<file path="config.mk">
export PLATFORM = sky130hd
export DESIGN_NAME = mem_arbiter
export DESIGN_NICKNAME = d
export VERILOG_FILES = /design/src/rtl/mem_arbiter.sv
export SDC_FILE = /design/constraint.sdc
export NUM_CORES = 1
export LEC_CHECK = 0
export ABC_AREA = 1
export CAP_MARGIN = 10
export CORE_MARGIN = 5
export CORE_UTILIZATION = 46
export CTS_BUF_LIST = sky130_fd_sc_hd__clkbuf_4 sky130_fd_sc_hd__clkbuf_8
export DETAILED_ROUTE_END_ITERATION = 10
export PLACE_DENSITY = 0.89
export SETUP_SLACK_MARGIN = 0.05
export SYNTH_ARGS = -nofsm -noshare
export SYNTH_HDL_FRONTEND = slang
export SYNTH_SLANG_ARGS = --single-unit
</file>
<file path="constraint.sdc">
create_clock -name Clk -period 1.93 [get_ports Clk]
set_clock_uncertainty 0.15 [all_clocks]
set_input_delay 0.193 -clock Clk [delete_from_list [all_inputs] [get_ports Clk]]
set_output_delay 0.193 -clock Clk [all_outputs]
set_load 0.05 [all_outputs]
</file>
<file path="src/rtl/mem_arbiter.sv">
// mem_arbiter: shares the single-port Mem between the fetch and data ports.
// Issue/wait/done sequencing with a DataReady timeout and fetch anti-starvation.
module mem_arbiter #(
  parameter int STARVE_LIMIT = 4,
  parameter int TIMEOUT      = 15
) (
  input  logic        Clk,
  input  logic        Reset_n,
  input  logic        If_Req,
  input  logic [29:0] If_Addr,
  output logic        If_Ack,
  output logic [31:0] If_Data,
  output logic        If_Err,
  input  logic        Dm_Req,
  input  logic        Dm_RW,
  input  logic [3:0]  Dm_BE,
  input  logic [29:0] Dm_Addr,
  input  logic [31:0] Dm_WData,
  output logic        Dm_Ack,
  output logic [31:0] Dm_RData,
  output logic        Dm_Err,
  output logic        Mem_CS,
  output logic        Mem_RW,
  output logic [3:0]  Mem_BE,
  output logic [29:0] Mem_Addr,
  output logic [31:0] Mem_DataIn,
  input  logic [31:0] Mem_DataOut,
  input  logic        Mem_DataReady
);

  typedef enum logic [1:0] {
    IDLE,
    ISSUE,
    WAIT,
    DONE
  } state_t;

  localparam logic [3:0] SLIM = 4'(STARVE_LIMIT);
  localparam logic [7:0] TLIM = 8'(TIMEOUT);

  state_t      state;
  logic        ownerIf;
  logic        rwQ;
  logic        errQ;
  logic [29:0] addrQ;
  logic [3:0]  beQ;
  logic [31:0] wdataQ;
  logic [3:0]  starveCnt;
  logic [7:0]  waitCnt;
  logic        grantIf;
  logic        grantDm;

  // Arbitration: data wins unless fetch is alone or has been starved.
  always_comb begin
    grantIf = If_Req && (!Dm_Req || (starveCnt == SLIM));
    grantDm = Dm_Req && !grantIf;
  end

  // Mem side and acks decoded from state, so reset removes RW at once.
  always_comb begin
    Mem_CS     = (state == ISSUE) || (state == WAIT);
    Mem_RW     = (state == ISSUE) && rwQ;
    Mem_Addr   = Mem_CS ? addrQ : '0;
    Mem_BE     = Mem_CS ? beQ : '0;
    Mem_DataIn = Mem_RW ? wdataQ : '0;
    If_Ack     = (state == DONE) && ownerIf;
    Dm_Ack     = (state == DONE) && !ownerIf;
    If_Err     = If_Ack && errQ;
    Dm_Err     = Dm_Ack && errQ;
  end

  // Access sequencer: grant/latch, issue, wait with timeout, complete.
  always_ff @(posedge Clk or negedge Reset_n) begin
    if (!Reset_n) begin
      state     <= IDLE;
      ownerIf   <= 1'b0;
      rwQ       <= 1'b0;
      errQ      <= 1'b0;
      addrQ     <= '0;
      beQ       <= '0;
      wdataQ    <= '0;
      starveCnt <= '0;
      waitCnt   <= '0;
      If_Data   <= '0;
      Dm_RData  <= '0;
    end else begin
      unique case (state)
        IDLE: begin
          if (grantIf) begin
            ownerIf   <= 1'b1;
            addrQ     <= If_Addr;
            beQ       <= 4'b1111;
            rwQ       <= 1'b0;
            wdataQ    <= '0;
            starveCnt <= '0;
            state     <= ISSUE;
          end else if (grantDm) begin
            ownerIf <= 1'b0;
            addrQ   <= Dm_Addr;
            beQ     <= Dm_BE;
            rwQ     <= Dm_RW;
            wdataQ  <= Dm_WData;
            state   <= ISSUE;
            if (!If_Req) begin
              starveCnt <= '0;
            end else if (starveCnt != SLIM) begin
              starveCnt <= starveCnt + 4'd1;
            end
          end else begin
            starveCnt <= '0;
          end
        end
        ISSUE: begin
          state <= WAIT;
        end
        WAIT: begin
          if (Mem_DataReady) begin
            if (!rwQ) begin
              if (ownerIf) begin
                If_Data <= Mem_DataOut;
              end else begin
                Dm_RData <= Mem_DataOut;
              end
            end
            state <= DONE;
          end else if (waitCnt == TLIM) begin
            errQ <= 1'b1;
            if (!rwQ) begin
              if (ownerIf) begin
                If_Data <= '0;
              end else begin
                Dm_RData <= '0;
              end
            end
            state <= DONE;
          end else begin
            waitCnt <= waitCnt + 8'd1;
          end
        end
        DONE: begin
          waitCnt <= '0;
          errQ    <= 1'b0;
          state   <= IDLE;
        end
      endcase
    end
  end

endmodule

</file>
* Word-level counts from Yosys, hierarchy flattened
Cells that the tools add are included.
Operators by class: $add $sub $neg 2, equality and inequality tests 12, multiplexer cells 40, bitwise operators 2, reduce and logical (&&, ||, !) cells 23
Operators by type and width (number):
- 32-bit two-way mux | 15
- 30-bit two-way mux | 3
- 4-bit two-way mux | 7
- 8-bit two-way mux | 2
- 8-bit one-hot mux with 2 select lines | 1
- 8-bit by 1-bit adder with 8-bit output, second input constant | 1
- 8-bit by 4-bit equality test with 1-bit output, second input constant | 1
- 2-bit two-way mux | 4
- 4-bit by 3-bit inequality test with 1-bit output, second input constant | 2
- 2-bit one-hot mux with 4 select lines | 1
- 4-bit AND reduction | 2
- 1-bit logical AND | 7
- 1-bit two-way mux | 6
- 2-bit AND reduction | 3
- 3-bit AND reduction | 2
- 2-bit nonzero test | 3
- 4-bit by 1-bit adder with 4-bit output, second input constant | 1
- 2-bit equality test, second input constant | 2
- 4-bit by 3-bit equality test with 1-bit output, second input constant | 1
- 2-bit inequality test, second input constant | 2
- 1-bit logical NOT | 3
- 3-bit by 2-bit inequality test with 1-bit output, second input constant | 1
- 3-bit inequality test, second input constant | 1
- 2-bit by 1-bit equality test with 1-bit output, second input constant | 1
- other kinds (5) | 7
Word-level totals: register bits after elaboration 147, input bits 134, output and inout port bits 136, logic and storage cells 90

* Depth between registers and ports, before layout
Gate-level depths: netlist of the first run.
word-level depth 8, gate-level depth with buffers 10, gate-level depth less buffers 9

* Worst setup path before layout of the first run
No wires, ideal clock.
kind register -> output, start point reg state[1], end point out Mem_Addr[10], arrival 1926 ps, data required time 1587 ps, setup slack -339 ps, stages on the path, launching flop included 7, buffers on the path 2, cell sequence dfrtp_1 -> inv_1 -> ha_1 -> clkbuf_1 -> clkbuf_1 -> nand2_1 -> inv_1
Between the ends: cells in the longest elaborated chain, start to end 3, elaborated cells between the ends (all ways) 4, classes of those cells eq/ne (2); mux (1); reduce/logical (1)
Ends and longest elaborated chain:
- start, declared | RTL line 41 | state_t state;
- start signal, assigned | RTL line 75 | state <= IDLE;
- start signal, assigned | RTL line 96 | state <= ISSUE;
- start signal, assigned | RTL line 103 | state <= ISSUE;
- 2-bit by 1-bit equality test with 1-bit output / 2-bit equality test (equally long branches) | RTL line 61 | Mem_CS = (state == ISSUE) || (state == WAIT);
- 1-bit logical OR (*) | RTL line 61
- via Mem_CS | RTL line 22 | output logic Mem_CS,
- 30-bit two-way mux (*) | RTL line 63 | Mem_Addr = Mem_CS ? addrQ : '0;
- end, declared | RTL line 25 | output logic [29:0] Mem_Addr,
The timed path passes the listed nets; every way through them passes the cells marked *.

* Final worst setup path of the first run
start point reg state[0], end point out Mem_DataIn[22]
Between the ends: cells in the longest elaborated chain, start to end 3
Ends and longest elaborated chain:
- 2-bit by 1-bit equality test with 1-bit output | RTL line 62 | Mem_RW = (state == ISSUE) && rwQ;
- 1-bit logical AND | RTL line 62
- 32-bit two-way mux | RTL line 65 | Mem_DataIn = Mem_RW ? wdataQ : '0;
- end, declared | RTL line 26 | output logic [31:0] Mem_DataIn,
No other way between the ends.

==> flow_metrics.tcl, run 1 <==
set metrics [dict create \
    status "finished with violations" \
    failed_checks "negative setup slack" \
    drt_pass1_iterations 5 \
    final_common_cell "nand2_1" \
    cts_max_level 4 \
    synthToLayoutAreaGrowth_pct 67.06 \
    cp-start-kind "flip-flop" \
    hold_violations 0 \
    vias_per_cell 5.389 \
    crit_fanout 8 \
    grt_pass1_wl_um 42970 \
    powerDensity_mw_per_mm2 1842 \
    cp-end-kind "output pin" \
    ant_nets 0 \
    drt-initial-drc-count 647 \
    via_count 8002 \
    place_inst 1433 \
    clockBufferDepth 2 \
    die_w_um 136.5 \
    totalWireLength_um 28110 \
    grt_usage_pct 29.81 \
    cp.required_ns 1.59 \
    worstSkewPairLatency_ns 0.45 \
    layout.cells.non_filler 1485 \
    io_pins 270 \
    ir_drop_mv 1.177 \
    core_area_sq_mm 0.01577 \
    antenna_cells 0 \
    ys_types 24 \
    detail_route.wl_per_cell_um 18.93 \
    tightest_slew_ns 0.5384 \
    hpwl_um 17410 \
    die-area_sq_mm 0.01863 \
    grt_pass1_vias 8106 \
    grt_max_degree 63 \
    syn-cell-area_sq_mm 0.007358 \
    row_count 46 \
    postSynthCellCount 982 \
    slew_headroom_pct 64.25 \
    port_buffers 269 \
    initial_core_util_pct 46.66 \
    hold_path.class "input pin to async pin" \
    synth_area_per_cell_sq_um 7.493 \
    rsz0062_at_grt "yes" \
    fmaxAchievable_ghz 0.4769 \
    drv_slew 0 \
    ys_seq_area_share_pct 49.99 \
    worstPathArrival_ns 1.75 \
    final_util_pct 77.95 \
    clk_pin_slew_worst_paths_ns 0.09 \
    drive_gt1_share_pct 21.83 \
    syn_nets 1123 \
    synth-seq-cells 147 \
    cellLeakagePower_nw 6.077 \
    die_h_um 136.5 \
    synth_warnings 0 \
    max-cap-violations 0 \
    crit_type "flip-flop to output pin" \
    fin_ws_ns -0.1667 \
    cts-root-buf "clkbuf_8" \
    overflow 0 \
    drc_errors 0 \
    antenna_found_initial 1 \
    timing.final.crit_share_pct 108.6 \
    place.gp.congestion 0.8418 \
    clock_sinks 147 \
    layout_common_cells "nand2_1, dfrtp_1, clkdlybuf4s50_1" \
    fill_cells 967 \
    min_period_ns 2.097 \
    cts_buffers 17 \
    setup_viol 68 \
    cts_tree "done" \
    layout.nets 1397 \
]
-- power by group --
| group | switching, mW | total (mW) | internal, mW | leakage (nW) |
|---|---|---|---|---|
| clock | 1.32 | 2.80 | 1.48 | 0.219 |
| combinational | 9.31 | 14.6 | 5.24 | 3.97 |
| sequential | 0.858 | 5.28 | 4.43 | 1.89 |
-- metrics by stage --
| step | hold slack (ns) | worst slack [ns] | total power, mW | setup TNS (ns) | area [sq um] |
|---|---|---|---|---|---|
| finish | 0.09593 | -0.1667 | 22.64 | -7.418 | 12290 |
| global route | 0.09917 | -0.2524 | 23.66 | -14.35 | 12290 |
| CTS | 0.06255 | -0.1527 | 22.03 | -7.938 | 12070 |
| detailed placement | -0.02178 | 0.06107 | 18.75 | 0 | 11200 |
| global placement | -0.02444 | 0.1628 | 18.39 | 0 | 11200 |
| floorplan | -0.2526 | -0.02473 | 12.88 | -0.9454 | 7488 |
-- area by class of cell --
cell class | instances | area, sq um | area share, %
timing repair buffer | 319 | 3970 | 32.30
sequential | 147 | 3679 | 29.92
multi-input combinational | 624 | 3256 | 26.48
inverter | 147 | 665.6 | 5.415
clock inverter | 13 | 197.7 | 1.608
tap | 216 | 270.3 | 2.198
clock buffer | 19 | 255.2 | 2.076
-- per-layer routing --
layer | track usage (%) | wire length (um) | vias to the layer above
li1 | - | - | 3599
met2 | 51.48 | 14140 | 482
met3 | 8.660 | 3012 | 87
met5 | 0 | 13 | -
met4 | 11.76 | 1111 | 2
met1 | 34.85 | 9836 | 3832
-- critical path: stages, from the launching register on --
cell and delay (ns):
dfrtp_1 0.39, buf_4 0.14, ha_4 0.15, nand2_8 0.09, buf_16 0.19, nor2_4 0.17
buf_12 0.16
-- kinds of logic (layout without fill, tap and decap cells) --
kind of cell	after synthesis	after routing	synth area share, %
compound gates	76	76	5.407
xor+xnor	4	4	0.4761
fa+ha+maj	7	7	1.190
buf+inv	211	498	12.07
flops	147	147	49.99
mux	1	1	0.1360
simple gates	536	536	30.73
-- Yosys cell counts --
master    count  share of area (%)
clkbuf_1     34                1.7
inv_2         1              0.051
nand3_1      50                3.4
a21oi_1       7               0.48
xor2_1        4               0.48
ha_1          7                1.2
o21ai_1      26                1.8
dfrtp_1     147                 50
o21bai_1      1               0.10
buf_6         7                1.1
nand4_1      65                5.5
o21bai_4      1               0.26
nand3_2       3               0.41
mux2i_1       1               0.14
clkinv_1      1              0.051
nor3b_1       1               0.10
buf_4         6               0.61
inv_1       145                7.4
buf_2        17                1.2
o21ai_0      40                2.7
nand2_1     326                 17
nor3_1        1              0.068
nor2_1       90                4.6
o22ai_1       1              0.085
-- registers in the layout, indices dropped and copies added, names as in the netlist --
register and cells:
state 2, waitCnt 8, If_Data 32, ownerIf 1, Dm_RData 32, wdataQ 32, beQ 4, starveCnt 4
addrQ 30, errQ 1, rwQ 1
-- final timing paths --
path	start	endpoint	slack (ns)	cells after the start
worst min-delay path	Reset_n	Dm_RData[30]	0.1	2
max in group asynchronous	Reset_n	wdataQ[21]	0.91	3
worst max register to register	starveCnt[0]	wdataQ[8]	0.09	8
worst min register to register	Dm_RData[25]	Dm_RData[25]	0.32	2
worst max-delay path	state[0]	Mem_DataIn[22]	-0.17	6
min in group Clk	Dm_RW	rwQ	0.17	3
-- timing repair --
| item | in CTS | in global routing |
|---|---|---|
| gates cloned | 3 | 3 |
| endpoints found under the setup margin | 132 | 139 |
| hold buffers | 1 | 0 |
| hold endpoints to repair | 147 | 0 |
| buffers inserted | 6 | 7 |
| pin swaps | 2 | 2 |
| gates resized for setup | 173 | 28 |
Note: power is estimated with default switching activity, not from simulation.
==> run 2, diff against run 1 <==
- CELL_PAD_IN_SITES_DETAIL_PLACEMENT: unset -> 2
- CELL_PAD_IN_SITES_GLOBAL_PLACEMENT: unset -> 2
- CORE_UTILIZATION: 46 -> 25
- PLACE_DENSITY: 0.89 -> 0.9
==> flow_metrics.tcl, run 2 (same netlist as run 1, synthesis figures left out) <==
set metrics [dict create \
    fmaxAchievable_ghz 0.4779 \
    drt-initial-drc-count 356 \
    max-cap-violations 0 \
    worstSkewPairLatency_ns 0.45 \
    grt_pass1_wl_um 53510 \
    crit_path_end "Mem_DataIn[31]" \
    timing.final.crit_share_pct 108.4 \
    r2r_cells 7 \
    grt_pass1_vias 9123 \
    core_area_sq_mm 0.02886 \
    drive_gt1_share_pct 23.95 \
    worstPathArrival_ns 1.75 \
    fin_tns_setup_ns -7.943 \
    clockBufferDepth 2 \
    cp-end-kind "output pin" \
    r2r_end "If_Data[18]" \
    grt_max_degree 48 \
    antenna_cells 0 \
    crit_fanout 8 \
    rsz0062_at_grt "yes" \
    failed_checks "negative setup slack" \
    setup_viol 71 \
    io_pins 270 \
    cp_slowest_cell "dfrtp_1" \
    powerDensity_mw_per_mm2 1830 \
    ant_nets 0 \
    cp-start-kind "flip-flop" \
    rr_startpoint "waitCnt[1]" \
    critPathLaunch "state[0]" \
    ir_drop_mv 1.038 \
    antenna_found_initial 1 \
    cts_buffers 17 \
    layout.nets 1410 \
    cts-root-buf "clkbuf_8" \
    clk_pin_slew_worst_paths_ns 0.11 \
    r2r_setup_slack_ns 0.06 \
    die-area_sq_mm 0.03296 \
    port_buffers 269 \
    crit_type "flip-flop to output pin" \
    overflow 0 \
    cp.required_ns 1.59 \
    layout_common_cells "nand2_1, dfrtp_1, clkdlybuf4s50_1" \
    die_w_um 181.6 \
    via_count 7878 \
    hpwl_um 24250 \
    drt_pass1_iterations 4 \
    drv_slew 0 \
    placed_cell_area_sq_mm 0.01150 \
    slew_headroom_pct 63.52 \
    hold_violations 0 \
    row_count 62 \
    cts_tree "done" \
    die_h_um 181.6 \
    place.gp.congestion 0.7765 \
    vias_per_cell 4.729 \
    cellLeakagePower_nw 6.137 \
    top_regs "Dm_RData: 32 flops, If_Data: 32 flops, wdataQ: 32 flops" \
    fin_ws_ns -0.1623 \
    final_common_cell "nand2_1" \
    tightest_slew_ns 0.5494 \
    grt_usage_pct 20.44 \
    drc_errors 0 \
    fin_area_sq_mm 0.01259 \
    path_cells "buf_4 -> ha_4 -> nand2_8 -> buf_16 -> nor2_4 -> buf_12" \
    totalWireLength_um 35190 \
    hold_path.class "input pin to async pin" \
    hold-worst-slack_ns 0.08454 \
    status "finished with violations" \
    synthToLayoutAreaGrowth_pct 71.11 \
    cts_max_level 4 \
    min_period_ns 2.092 \
    initial_core_util_pct 25.50 \
    clock_sinks 147 \
    critPathMaxStageDelay_ns 0.39 \
    detail_route.wl_per_cell_um 21.12 \
]
==> run 2: per-layer routing <==
| layer | up-vias | GRT usage (%) | share of wire, % |
|---|---|---|---|
| met2 | 281 | 37.64 | 53 |
| met1 | 3948 | 23.74 | 38 |
| met3 | 28 | 5.862 | 7.3 |
| met5 | - | 0 | 0.057 |
| met4 | 2 | 3.813 | 1.2 |
| li1 | 3619 | - | - |
==> run 2: layout make-up <==
type                       instances  area, sq um
clock buffer                      17        234.0
sequential                       147         3679
timing repair buffer             332         4125
inverter                         147        660.6
fill                            3119        16270
multi-input combinational        624         3248
clock inverter                    15        163.9
tap                              384        480.5
==> run 2: through the flow <==
| step | power [mW] | cells | util [%] | setup WS (ns) |
|---|---|---|---|---|
| after detailed placement | 19.58 | 1613 | 39.85 | -0.001752 |
| after global placement | 18.94 | 1613 | 39.85 | 0.09612 |
| final | 23.04 | 1666 | 43.63 | -0.1623 |
| after global routing | 24.26 | 1666 | 43.63 | -0.2510 |
| after CTS | 22.83 | 1659 | 42.83 | -0.1981 |
| after floorplan | 12.88 | 982 | - | -0.02473 |
==> run 2: power breakdown <==
group | switching, mW | total, mW | internal (mW)
Clock | 1.51 | 2.60 | 1.09
Combinational | 9.61 | 15.1 | 5.47
Sequential | 0.923 | 5.35 | 4.43
Total | 12.0 | 23.0 | 11.0
==> run 2: worst min-delay path by stage <==
stage,from,endpoint,slack [ns]
finish,Reset_n,Dm_RData[20],0.08
global route,Reset_n,Dm_RData[20],0.11
CTS,Reset_n,Dm_RData[20],0.1
detailed placement,Reset_n,Dm_RData[20],0.02
global placement,Reset_n,Dm_RData[20],0.02
floorplan,Reset_n,Dm_RData[0],-0.25
==> run 2: worst max-delay path: cells and delay by family (launching register included) <==
family | cells | cell delay, ns
buffers and inverters | 3 | 0.49
DFF | 1 | 0.39
and+or+nand+nor | 2 | 0.26
adders and majority gates | 1 | 0.15
==> run 2: what timing repair did <==
action | in CTS | in global routing
buffers inserted | 9 | 3
hold endpoints to repair | 147 | 0
resized for setup | 154 | 34
endpoints found under the setup margin | 124 | 142
hold buffers | 1 | 0
pin swaps | 5 | 7
gates cloned | 4 | 4
